===== src/rtl/mau_pkg.sv =====
// Shared types and constants for the memory access unit: FSM state codes,
// word geometry and the byte-lane position inside a 24-bit memory word.
package mau_pkg;

  localparam int WORD_W     = 24;
  localparam int WORD_BYTES = 3;
  localparam int BYTE_W     = 8;
  localparam int BYTE_MSB   = 23;
  localparam int BYTE_LSB   = 16;

  // State enumeration kept as plain localparam codes so older tools accept it.
  typedef logic [2:0] mau_state_t;
  localparam mau_state_t ST_IDLE = 3'd0;
  localparam mau_state_t ST_RD   = 3'd1;
  localparam mau_state_t ST_CAP  = 3'd2;
  localparam mau_state_t ST_WR   = 3'd3;
  localparam mau_state_t ST_RESP = 3'd4;

endpackage


===== src/rtl/mau_byte_lane.sv =====
// Byte lane helper: extracts the addressed byte (MSB lane) of a word with
// optional sign extension, and merges a store byte into an existing word.
module mau_byte_lane
  import mau_pkg::*;
(
  input  logic [WORD_W-1:0] word_i,
  input  logic [BYTE_W-1:0] byte_i,
  input  logic              signed_i,
  output logic [WORD_W-1:0] load_o,
  output logic [WORD_W-1:0] merge_o
);

  logic [BYTE_W-1:0] lane;
  logic              fill;

  assign lane = word_i[BYTE_MSB:BYTE_LSB];
  assign fill = signed_i & word_i[BYTE_MSB];

  assign load_o  = {{(WORD_W-BYTE_W){fill}}, lane};
  // The addressed byte is the MSB of the word, so the two bytes after it survive.
  assign merge_o = {byte_i, word_i[BYTE_LSB-1:0]};

endmodule


===== src/rtl/mem_access_unit.sv =====
// Load/store initiator for the 24-bit-word, byte-addressed data memory.
// Optional range checking is enabled by defining MAU_RANGE_CHECK_EN.
module mem_access_unit
  import mau_pkg::*;
#(
  parameter int MEM_BYTES = 1024
) (
  input  logic              clk,
  input  logic              rst,
  input  logic              req,
  input  logic              reqWr,
  input  logic              reqByte,
  input  logic              reqSigned,
  input  logic [WORD_W-1:0] reqAddr,
  input  logic [WORD_W-1:0] reqData,
  output logic              ready,
  output logic              done,
  output logic [WORD_W-1:0] rdData,
  output logic              fault,
  output logic [WORD_W-1:0] memAddr,
  output logic [WORD_W-1:0] memWrData,
  output logic              memRd,
  output logic              memWr,
  input  logic [WORD_W-1:0] memRdData
);

`ifdef MAU_RANGE_CHECK_EN
  localparam bit RANGE_CHECK = 1'b1;
`else
  localparam bit RANGE_CHECK = 1'b0;
`endif

  localparam logic [WORD_W-1:0] LAST_ADDR = WORD_W'(MEM_BYTES - WORD_BYTES);

  // Handshake: a request is taken on the rising edge where ready && req;
  // ready is high only in IDLE, and done pulses exactly once per taken request.
  mau_state_t state_q, state_d;

  logic [WORD_W-1:0] addr_q;
  logic [WORD_W-1:0] data_q;
  logic              wr_q;
  logic              byte_q;
  logic              sgn_q;
  logic              fault_q;
  logic [WORD_W-1:0] wrbuf_q;
  logic [WORD_W-1:0] rd_data_q;

  logic              accept;
  logic              range_bad;
  logic [WORD_W-1:0] lane_load;
  logic [WORD_W-1:0] lane_merge;

  assign accept    = (state_q == ST_IDLE) && req;
  assign range_bad = RANGE_CHECK && (reqAddr > LAST_ADDR);

  mau_byte_lane u_byte_lane (
    .word_i   (memRdData),
    .byte_i   (data_q[BYTE_W-1:0]),
    .signed_i (sgn_q),
    .load_o   (lane_load),
    .merge_o  (lane_merge)
  );

  always_comb begin
    state_d = state_q;
    case (state_q)
      ST_IDLE: begin
        if (req) begin
          if (range_bad)              state_d = ST_RESP;
          else if (reqWr && !reqByte) state_d = ST_WR;
          else                        state_d = ST_RD;
        end
      end
      ST_RD:   state_d = ST_CAP;
      ST_CAP:  state_d = wr_q ? ST_WR : ST_RESP;
      ST_WR:   state_d = ST_RESP;
      ST_RESP: state_d = ST_IDLE;
      default: state_d = ST_IDLE;
    endcase
  end

  always_ff @(posedge clk) begin
    if (rst) begin
      state_q   <= ST_IDLE;
      addr_q    <= '0;
      data_q    <= '0;
      wr_q      <= 1'b0;
      byte_q    <= 1'b0;
      sgn_q     <= 1'b0;
      fault_q   <= 1'b0;
      wrbuf_q   <= '0;
      rd_data_q <= '0;
    end else begin
      state_q <= state_d;
      if (accept) begin
        addr_q  <= reqAddr;
        data_q  <= reqData;
        wr_q    <= reqWr;
        byte_q  <= reqByte;
        sgn_q   <= reqSigned;
        fault_q <= range_bad;
      end
      if (state_q == ST_CAP) begin
        if (wr_q) wrbuf_q   <= lane_merge;
        else      rd_data_q <= byte_q ? lane_load : memRdData;
      end
    end
  end

  assign ready  = (state_q == ST_IDLE);
  assign done   = (state_q == ST_RESP);
  assign rdData = rd_data_q;
  assign fault  = RANGE_CHECK && fault_q && (state_q == ST_RESP);

  // Strobes are gated with rst so a reset landing mid-store never writes memory.
  assign memRd     = (state_q == ST_RD) && !rst;
  assign memWr     = (state_q == ST_WR) && !rst;
  assign memAddr   = ((state_q == ST_RD) || (state_q == ST_WR)) ? addr_q : '0;
  assign memWrData = (state_q == ST_WR) ? (byte_q ? wrbuf_q : data_q) : '0;

endmodule


===== config.mk =====
export PLATFORM = sky130hd
export DESIGN_NAME = mem_access_unit
export DESIGN_NICKNAME = d
export VERILOG_FILES = /design/src/rtl/mau_pkg.sv /design/src/rtl/mau_byte_lane.sv /design/src/rtl/mem_access_unit.sv
export SDC_FILE = /design/constraint.sdc
export NUM_CORES = 1
export LEC_CHECK = 0
export CORE_ASPECT_RATIO = 0.75
export CORE_MARGIN = 3
export CORE_UTILIZATION = 35
export CTS_CLUSTER_DIAMETER = 120
export CTS_CLUSTER_SIZE = 10
export DETAILED_ROUTE_END_ITERATION = 8
export PLACE_DENSITY_LB_ADDON = 0.3
export SETUP_SLACK_MARGIN = 0.4
export SYNTH_ARGS = -nofsm -noshare
export SYNTH_HDL_FRONTEND = slang
export SYNTH_SLANG_ARGS = --single-unit

===== constraint.sdc =====
create_clock -name clk -period 2 [get_ports clk]
set_input_delay 0.3 -clock clk [delete_from_list [all_inputs] [get_ports clk]]
set_output_delay 0.3 -clock clk [all_outputs]
set_load 0.02 [all_outputs]

* Word-level counts from Yosys, hierarchy flattened *
Index checks and enable logic that the tools add are counted.

word-level totals
  flip-flop bits (word level) = 102
  latch bits = 0
  memory bits (writable) = 0
  ROM bits = 0
  output and inout bits = 77
  logic and storage cells = 33
  memories kept = 0

operators by class
  $add $sub $neg = 0
  $mul = 0
  div/mod/pow operators = 0
  magnitude comparators = 0
  equality and inequality tests = 5
  shifts and indexed selects = 0
  muxes and demuxes = 8
  bitwise gates (word level) = 2
  reductions and logical operators = 10

operators by type and width
  cell                  count
  $mux W24              4
  $pmux W3 S4           1
  $eq A3 B2 Y1 const B  2
  $mux W3               2
  $logic_and A1 B1 Y1   4
  $reduce_and A2 Y1     2
  $eq A3 B1 Y1 const B  1
  $eq A3 B3 Y1 const B  1
  $logic_not A3 Y1      1
  $logic_not A1 Y1      2
  $mux W2               1
  $ne A2 B2 Y1 const B  1
  $and A1 B1 Y1         1
  $logic_or A1 B1 Y1    1
  $not A1 Y1            1

* Logic depth before layout (Yosys ltp) *
Gate-level depths: netlist of the first run.

  depth after elaboration = 5
  gate-level depth with buffers = 6
  mapped depth without buffers = 3

* By module *
From an unflattened synthesis of the first run, not the netlist that was laid out.

unflattened totals
  cell total of the unflattened synthesis = 588
  area total of the unflattened synthesis = 4770.8 um2

by module, submodules not included
  module           times used  cells each  area an instance (um2)  seq. area each (um2)
  mem_access_unit  1           539         4404.2                  2042.0
  mau_byte_lane    1           49          366.6                   0.0

* Worst setup path before layout of the first run *
OpenSTA, ideal clock, no wires.

  path type = register to output
  start = reg state_q[0]
  end = out memWrData[10]
  data arrival time = 1.359 ns
  data required time = 1.700 ns
  slack = 0.341 ns
  cell stages (with the launch flop) = 6
  path buffers = 2
  path through = dfxtp_1 > buf_2 > and2b_1 > nand2_1 > clkbuf_1 > nor2_1

on the way
  cells in the longest elaborated chain, start to end = 2

ends and longest elaborated chain
  element                 RTL line                text
  start, declared         mem_access_unit.sv:37   mau_state_t state_q, state_d;
  start signal, assigned  mem_access_unit.sv:94   state_q <= state_d;
  $eq A3 B2 Y1            mem_access_unit.sv:119  assign memWrData = (state_q == ST_WR) ? (byte_q ? wrbuf_q : data_q) : '0;
  $mux W24                mem_access_unit.sv:119
  end, declared           mem_access_unit.sv:21   output logic [WORD_W-1:0] memWrData,

No other way between the ends.

* Worst setup path after layout of the first run *
  start = reg state_q[2]
  end = out memWrData[9]

The elaborated chain is that of the path after synthesis.

==> results of run 1 <==
[per-stage QoR]
step | TNS, ns | setup WS [ns] | hold slack [ns] | util (%)
4_1_cts | 0 | 0.207 | 0.453 | 54.6
6_report | 0 | 0.202 | 0.450 | 56.0
3_3_place_gp | 0 | 0.00205 | 0.438 | 50.6
3_5_place_dp | -0.0114 | -0.0114 | 0.444 | 50.6
5_1_grt | 0 | 0.167 | 0.467 | 56.0
2_1_floorplan | 0 | 0.341 | 0.432 | -
[cell usage after synthesis]
cell type and n:
a21oi_1 76, a211oi_2 3, clkbuf_1 19, a211oi_1 20, or4b_4 1, nand2b_1 18
mux2i_1 32, inv_1 1, or4b_1 1, nor3b_1 1, nand3_1 1, nor4b_2 1
and4bb_2 1, nor2_1 50, and2b_1 1, and2_1 26, and3_1 1, nor3_1 1
conb_1 1, nor4b_4 1, buf_6 7, buf_2 18, nand4bb_1 1, a31oi_4 1
buf_4 1, a21boi_1 1, a222oi_1 1, nand2_1 152, dfxtp_1 102
[registers in the layout (all words and copies together), names as in the netlist]
register  count
rdData       24
wr_q          1
wrbuf_q      24
data_q       24
addr_q       24
state_q       3
sgn_q         1
byte_q        1
[cells by family after synthesis]
kind of cell | Yosys count
multiplexers | 32
AO/OA/AOI/OAI | 102
buffers and inverters | 46
flip-flops | 102
AND/OR/NAND/NOR | 257
other | 1
[final cells by class]
type | instances | area, sq um
flip-flops and latches | 102 | 2050
well taps | 162 | 203
inverters | 1 | 3.75
clock inverters | 4 | 72.6
clock buffers | 11 | 233
multi-input cells | 392 | 2270
repair buffers | 180 | 1850
fillers | 1095 | 5240
[how the worst max path moves through the flow]
| stage | startpoint | end | slack [ns] | cells after the start |
|---|---|---|---|---|
| floorplan | state_q[0]$_SDFFE_PP0P_ | memWrData[10] | 0.34 | 5 |
| global placement | state_q[2]$_SDFFE_PP0P_ | memRd | 0.002 | 4 |
| detailed placement | state_q[2]$_SDFFE_PP0P_ | memRd | -0.01 | 4 |
| CTS | state_q[2]$_SDFFE_PP0P_ | memWrData[2] | 0.21 | 5 |
| global route | state_q[2]$_SDFFE_PP0P_ | memWrData[9] | 0.17 | 5 |
| finish | state_q[2]$_SDFFE_PP0P_ | memWrData[9] | 0.20 | 5 |
[power by group through the flow]
stage / Sequential, mW / Combinational [mW] / Clock [mW]
6_report: 2.26 / 1.12 / 1.83
5_1_grt: 2.28 / 1.22 / 1.95
4_1_cts: 2.26 / 1.07 / 1.88
3_5_place_dp: 2.31 / 1.00 / 0
3_3_place_gp: 2.30 / 0.981 / 0
2_1_floorplan: 2.34 / 0.530 / 0
[worst reg2reg max path: cells and delay by family (launching register included)]
kind	cells	cell delay, ns
buffers and inverters	2	0.33
AND/OR/NAND/NOR	1	0.52
flip-flops	1	0.32
AO/OA/AOI/OAI	2	0.34
[repair_timing]
item,in CTS,in global routing
pin swaps,2,1
resized for setup,329,39
buffers inserted,7,0
endpoints found under the setup margin,137,119
gates cloned,3,1
[layer usage]
layer  global-route usage (%)  vias up
met5                        0        -
met4                     5.58        0
met3                     4.59       15
met2                     29.4      133
met1                     26.1     1843
li1                         -     2060
==> results.json, run 1 <==
{
  "grtUsageTotal_pct": 18.9,
  "clock-sinks": 102,
  "wirelength_met1_um": 6500,
  "crit_arrival_ns": 1.50,
  "cts_root_buf": "clkbuf_16",
  "n_antenna_cell": 0,
  "clkPwrFrac_pct": 35.1,
  "grt_pass1_wl_um": 20600,
  "syn_inst": 540,
  "critPathRequiredTime_ns": 1.70,
  "slowest_stage": "dfxtp_2",
  "dieWidth_um": 135,
  "vias_per_cell": 4.75,
  "ys_seq_area_share_pct": 46.7,
  "drv_slew": 0,
  "fin_nets": 764,
  "ant_nets": 0,
  "timing.final.crit_period_ns": 1.80,
  "first_iter_violations": 242,
  "synth-seq-cells": 102,
  "postLayoutCellArea_sq_um": 6670,
  "grt_pass1_vias": 4051,
  "syn-mean-instance-area_sq_um": 8.10,
  "fmax_ghz": 0.556,
  "grt_antenna_before_repair": 0,
  "grt-ovfl-total": 0,
  "grt_max_degree": 63,
  "r2r_start": "state_q[2]$_SDFFE_PP0P_",
  "yosysWarnings": 0,
  "p_comb_share_pct": 21.5,
  "wl_met3_um": 888,
  "hold_path.class": "flop to flop",
  "wl_per_cell_um": 15.6,
  "p_leak_nw": 2.61,
  "finalHoldViolations": 0,
  "ctsHoldBuffers": 0,
  "io_pins": 155,
  "start_kind": "flop",
  "rsz0062_at_grt": "yes",
  "ff2ff_path_depth": 5,
  "dpl.hpwl_um": 9040,
  "post_dp_cell_area_sq_um": 6030,
  "die_h_um": 103,
  "synth-simple-area-share_pct": 26.3,
  "routed_wl_um": 13300,
  "synth.mux.area_fraction_pct": 7.32,
  "placed_cells": 826,
  "regToRegSetupSlack_ns": 0.35,
  "initial_core_util_pct": 36.7,
  "area_growth_pct": 52.5,
  "fin_crit_sh_pct": 89.9,
  "synth_xor_xnor_area_share_pct": 0,
  "drive_above_1_share_pct": 19.6,
  "hold_path_depth": 2,
  "wl_met2_um": 5710,
  "mostFrequentLayoutCell": "nand2_1",
  "crit_path_max_fanout": 13,
  "final_cells": 852,
  "drv_cap": 0,
  "crit_chain": "and2b_4 > nand2_4 > buf_12 > nor2_1 > buf_4",
  "top_layer_used": "met4",
  "synth_top_family_by_area": "simple AND/OR/NAND/NOR gates",
  "cpPeakStageDelay_ns": 0.32,
  "p_int_mw": 3.81,
  "yosys.area.top_type": "dfxtp_1",
  "status": "completed",
  "cts_buffer_depth": 2,
  "io_buffers": 153,
  "layout_common_cells": "nand2_1, dfxtp_1, clkdlybuf4s50_1, a21oi_1, buf_4",
  "fin_worst_skew_ns": 0.00531,
  "vias": 4051,
  "design.die.area_sq_um": 13900,
  "pwr-share-seq_pct": 43.4,
  "crit_family": "simple AND/OR/NAND/NOR gates",
  "core-area_sq_um": 11900,
  "synth.top_cell.area_share_pct": 46.7,
  "worst-path-buf-inv": 2,
  "synth_compound_area_share_pct": 13.9,
  "path_class": "flop to output pin",
  "hold_start": "rdData[23]$_SDFFE_PP0P_",
  "worst_pin_slew_ns": 0.660,
  "ctsHtreeMaxLevel": 3,
  "cts_made_buffers": 9,
  "synthesis.nets": 618,
  "synth_fa_ha_area_share_pct": 0,
  "vdd_ir_drop_max_uv": 484,
  "worstSetupEndpointType": "output pin",
  "swShare_pct": 26.9,
  "reg2reg_to": "rdData[14]$_SDFFE_PP0P_",
  "power_density_nw_per_um2": 781,
  "synthTopCellsByArea": "dfxtp_1, nand2_1, a21oi_1",
  "power_mw": 5.21,
  "gp_congestion": 0.798,
  "clk_pin_slew_ns": 0.07,
  "tritoncts": "done",
  "syn-cell-area_sq_um": 4380,
  "clk_latency_ns": 0.34,
  "holdPathEnd": "rdData[23]$_SDFFE_PP0P_",
  "setup_viol": 0,
  "synth_cell_types": 29,
  "dr.pass1.iters": 4,
  "post-route-drc-count": 0,
  "p_sw_mw": 1.40,
  "core.rowCount": 34,
  "relSlewSlack_pct": 56.0
}
Power figures use the tool's default switching activity.
==> run 2: changes to the inputs <==
Settings changed: CORE_MARGIN 3 to default, CTS_CLUSTER_DIAMETER 120 to 80, SYNTH_HIERARCHICAL from default to 1.
==> results.json, run 2 <==
{
  "ant_nets": 0,
  "yosysWarnings": 6,
  "gp_congestion": 0.731,
  "drv_cap": 0,
  "wl_per_cell_um": 15.5,
  "whs_ns": 0.451,
  "power_mw": 5.16,
  "mostFrequentLayoutCell": "nand2_1",
  "reg2reg_to": "data_q[0]$_SDFFE_PP0P_",
  "status": "completed",
  "hold_path.class": "flop to flop",
  "grt_max_degree": 73,
  "setup_viol": 0,
  "final_cells": 870,
  "grt_antenna_before_repair": 0,
  "p_sw_mw": 1.42,
  "core-area_sq_um": 13200,
  "ff2ff_path_depth": 5,
  "final_util_pct": 52.5,
  "dpl.hpwl_um": 8780,
  "regToRegSetupSlack_ns": 0.35,
  "fmax_ghz": 0.563,
  "synth_common_cells": "nand2_1, dfxtp_1, a21oi_1, buf_4, nor2_1",
  "core.rowCount": 36,
  "placed_cells": 838,
  "path_class": "flop to output pin",
  "n_antenna_cell": 0,
  "dieWidth_um": 137,
  "grt_use_met1_pct": 24.0,
  "layout_common_cells": "nand2_1, dfxtp_1, clkdlybuf4s50_1, a21oi_1, mux2i_1",
  "start_kind": "flop",
  "gr-usage-met2_pct": 29.8,
  "cts_buffer_depth": 2,
  "grt_pass1_vias": 3924,
  "die_h_um": 103,
  "place_ws_ns": 0.0450,
  "routed_wl_um": 13500,
  "fin_worst_skew_ns": 0.00588,
  "synth.most_common_cell": "nand2_1",
  "critPathRequiredTime_ns": 1.70,
  "holdPathEnd": "addr_q[1]$_SDFFE_PP0P_",
  "worst_slack_ns": 0.224,
  "drive_above_1_share_pct": 22.0,
  "clk_latency_ns": 0.34,
  "synth_flop_cell": "dfxtp_1",
  "crit_arrival_ns": 1.48,
  "drv_slew": 0,
  "pwr-share-seq_pct": 44.0,
  "vdd_ir_drop_max_uv": 456,
  "finalHoldViolations": 0,
  "fin_nets": 772,
  "io_pins": 155,
  "swShare_pct": 27.5,
  "fin_crit_sh_pct": 88.8,
  "synth-seq-cells": 102,
  "hold_path_depth": 2,
  "clk_pin_slew_ns": 0.07,
  "post_dp_cell_area_sq_um": 6110,
  "dr.pass1.iters": 4,
  "clkPwrFrac_pct": 33.3,
  "post-route-drc-count": 0,
  "grt-ovfl-total": 0,
  "tns_ns": 0,
  "crit_path_max_fanout": 5,
  "initial_core_util_pct": 36.3,
  "p_comb_share_pct": 22.7,
  "p_int_mw": 3.74,
  "clock-sinks": 102,
  "postLayoutCellArea_sq_um": 6900,
  "syn-mean-instance-area_sq_um": 8.11,
  "p_leak_nw": 2.83,
  "met3_usage_pct": 4.42,
  "cts_made_buffers": 9,
  "first_iter_violations": 213,
  "relSlewSlack_pct": 48.9,
  "synth_cell_types": 25,
  "vias_per_cell": 4.80,
  "grtUsageTotal_pct": 18.1,
  "timing.final.crit_period_ns": 1.78,
  "area_growth_pct": 44.6,
  "synthTopCellsByArea": "dfxtp_1, nand2_1, mux2i_1",
  "ctsHtreeMaxLevel": 3,
  "grt-busiest-layer": "met2",
  "syn-cell-area_sq_um": 4770,
  "yosys.area.top_type": "dfxtp_1",
  "worstSetupEndpointType": "output pin",
  "power_density_nw_per_um2": 748,
  "worst_pin_slew_ns": 0.767,
  "r2r_start": "state_q[2]$_SDFFE_PP0P_",
  "io_buffers": 153,
  "async_reset_ff_share_pct": 0,
  "synth.top_cell.area_share_pct": 42.8,
  "cts_root_buf": "clkbuf_16",
  "ys_seq_area_share_pct": 42.8,
  "synth_edf_count": 0,
  "hold_start": "addr_q[1]$_SDFFE_PP0P_",
  "synthesis.nets": 666,
  "rsz0062_at_grt": "yes",
  "tritoncts": "done",
  "syn_inst": 588,
  "grt_pass1_wl_um": 19500,
  "design.die.area_sq_um": 14100,
  "vias": 4177
}
## run 2: worst max path at each step
stage / from / end / cells after the start
floorplan: state_q[2]$_SDFFE_PP0P_ / memWrData[10] / 5
global placement: state_q[2]$_SDFFE_PP0P_ / memWrData[6] / 5
detailed placement: state_q[2]$_SDFFE_PP0P_ / memWrData[3] / 5
CTS: state_q[2]$_SDFFE_PP0P_ / memWrData[8] / 5
global route: state_q[2]$_SDFFE_PP0P_ / memWrData[11] / 5
finish: state_q[2]$_SDFFE_PP0P_ / memWrData[14] / 5
## run 2: area by class of cell
class	count	area (sq um)
well taps	171	214
inverters	1	3.75
repair buffers	190	1960
multi-input cells	390	2370
clock buffers	14	284
fillers	1202	6250
flip-flops and latches	102	2050
clock inverters	2	13.8
## run 2: per-layer routing
| layer | share of wire, % | vias up |
|---|---|---|
| met3 | 7.1 | 8 |
| met5 | 0 | - |
| met2 | 45 | 140 |
| met1 | 48 | 1935 |
| li1 | - | 2094 |
| met4 | 0.72 | 0 |
## run 2: critical path: stages, from the launching register on
cell	delay, ns
dfxtp_1	0.31
and2b_4	0.30
nand2_8	0.10
buf_6	0.16
nor2_2	0.11
buf_4	0.15
## run 2: logic make-up (layout without fill, tap and decap cells)
| kind of cell | after synthesis | after routing | share of synthesized area, % |
|---|---|---|---|
| compound gates | 101 | 101 | 12.1 |
| simple gates | 240 | 240 | 21.8 |
| flops | 102 | 102 | 42.8 |
| other cells | 1 | 1 | 0.0786 |
| buf+inv | 96 | 207 | 13.1 |
| mux | 48 | 48 | 10.1 |
## run 2: power groups by stage
stage               Clock [mW]  Combinational [mW]  Sequential, mW
floorplan                    0               0.615            2.34
global placement             0               0.987            2.31
detailed placement           0                1.01            2.31
CTS                       1.77                1.01            2.27
global route              1.86                1.27            2.29
finish                    1.72                1.17            2.27
## run 2: repair_timing
| action | in CTS | in global routing |
|---|---|---|
| resized for setup | 265 | 103 |
| hold buffers | 0 | 0 |
| cloned | 0 | 9 |
| pin swaps | 1 | 17 |
| setup buffers | 3 | 4 |
| endpoints found under the setup margin | 61 | 124 |
==> run 3: changes to the inputs <==
Settings changed: CORE_MARGIN from default to 2, SLEW_MARGIN from default to 20.
==> results.json, run 3 (synthesis gave the netlist of run 2 again) <==
{
  "core-area_sq_um": 13200,
  "design.die.area_sq_um": 14600,
  "io_pins": 155,
  "drv_slew": 0,
  "grtUsageTotal_pct": 17.5,
  "area_growth_pct": 36.2,
  "placed_cells": 838,
  "setup_viol": 0,
  "fin_nets": 759,
  "gp_congestion": 0.790,
  "clk_latency_ns": 0.34,
  "power_mw": 5.28,
  "final_cells": 855,
  "grt_antenna_before_repair": 0,
  "place_ws_ns": 0.0704,
  "hold_path_depth": 2,
  "finalHoldViolations": 0,
  "mostFrequentLayoutCell": "nand2_1",
  "post-route-drc-count": 0,
  "hold_start": "addr_q[4]$_SDFFE_PP0P_",
  "dieWidth_um": 139,
  "clock-sinks": 102,
  "first_iter_violations": 181,
  "grt-ovfl-total": 0,
  "p_leak_nw": 2.59,
  "drive_above_1_share_pct": 18.3,
  "power_density_nw_per_um2": 812,
  "hold_path.class": "flop to flop",
  "slowest_stage": "dfxtp_2",
  "ff2ff_path_depth": 5,
  "ctsHoldBuffers": 0,
  "ctsHtreeMaxLevel": 3,
  "cp-startpoint": "state_q[2]$_SDFFE_PP0P_",
  "final_util_pct": 49.4,
  "cts_root_buf": "clkbuf_16",
  "dpl.hpwl_um": 9040,
  "initial_core_util_pct": 36.3,
  "regToRegSetupSlack_ns": 0.47,
  "worst_slack_ns": 0.226,
  "tritoncts": "done",
  "fin_crit_sh_pct": 88.7,
  "start_kind": "flop",
  "core.rowCount": 36,
  "fmax_ghz": 0.564,
  "grt_max_degree": 72,
  "layout_common_cells": "nand2_1, dfxtp_1, clkdlybuf4s50_1, a21oi_1, mux2i_1",
  "die_h_um": 105,
  "worstSetupEndpointType": "output pin",
  "vias_per_cell": 4.75,
  "tns_ns": 0,
  "crit_arrival_ns": 1.47,
  "rsz0062_at_grt": "yes",
  "grt_pass1_wl_um": 20600,
  "crit_path_max_fanout": 9,
  "drv_cap": 0,
  "cpPeakStageDelay_ns": 0.32,
  "io_buffers": 153,
  "cts_buffer_depth": 2,
  "vias": 4058,
  "reg2reg_to": "data_q[10]$_SDFFE_PP0P_",
  "routed_wl_um": 13000,
  "timing.final.crit_period_ns": 1.77,
  "cts_made_buffers": 9,
  "critPathRequiredTime_ns": 1.70,
  "crit_chain": "and2b_2 > nand2_4 > buf_12 > nor2_2 > buf_4",
  "fin_worst_skew_ns": 0.00523,
  "ant_nets": 0,
  "wl_per_cell_um": 15.2,
  "grt_pass1_vias": 3932,
  "dr.pass1.iters": 5,
  "n_antenna_cell": 0,
  "holdPathEnd": "addr_q[4]$_SDFFE_PP0P_",
  "clk_pin_slew_ns": 0.07,
  "path_class": "flop to output pin",
  "r2r_start": "state_q[2]$_SDFFE_PP0P_",
  "vdd_ir_drop_max_uv": 427,
  "status": "completed"
}
-- run 3: layer usage --
layer	share of wire (%)	GRT usage, %	vias up
met5	0	0	-
li1	-	-	2063
met3	6.6	5.22	12
met4	0.92	3.46	0
met2	45	28.0	135
met1	48	23.5	1848
-- run 3: critical path: cells and delay by family, from the launching register on --
kind	cells	cell delay [ns]
flip-flops	1	0.32
AND/OR/NAND/NOR	3	0.49
buffers and inverters	2	0.32
-- run 3: worst max path at each step --
stage                               end  slack (ns)  cells after the start
after floorplan           memWrData[10]        0.35                      5
after global placement            memRd         0.1                      4
after detailed placement          memRd        0.07                      4
after CTS                 memWrData[22]        0.23                      5
after global routing              memRd        0.17                      4
final                     memWrData[13]        0.23                      5
-- run 3: power by group --
part	switching (mW)	total [mW]	internal, mW	leakage, nW
logic	0.546	1.03	0.480	1.60
clock network	0.771	1.99	1.22	0.162
registers	0.0838	2.26	2.18	0.834
-- run 3: per-stage QoR --
| step | hold slack [ns] | area [sq um] |
|---|---|---|
| 6_report | 0.452 | 6500 |
| 5_1_grt | 0.470 | 6500 |
| 4_1_cts | 0.452 | 6240 |
| 3_5_place_dp | 0.443 | 6120 |
| 3_3_place_gp | 0.438 | 6120 |
| 2_1_floorplan | 0.432 | 4770 |
-- run 3: cell type report --
cell class	count	area, sq um
Fill cell	1277	6660
Multi-Input combinational cell	390	2220
Sequential cell	102	2050
Timing Repair Buffer	177	1670
Clock buffer	9	225
Tap cell	171	214
Clock inverter	5	108
Inverter	1	3.75
-- run 3: timing repair --
action / in CTS / in global routing
cloned: 0 / 2
resized for setup: 244 / 75
endpoints found under the setup margin: 69 / 87
pin swaps: 0 / 1
buffers inserted: 1 / 0
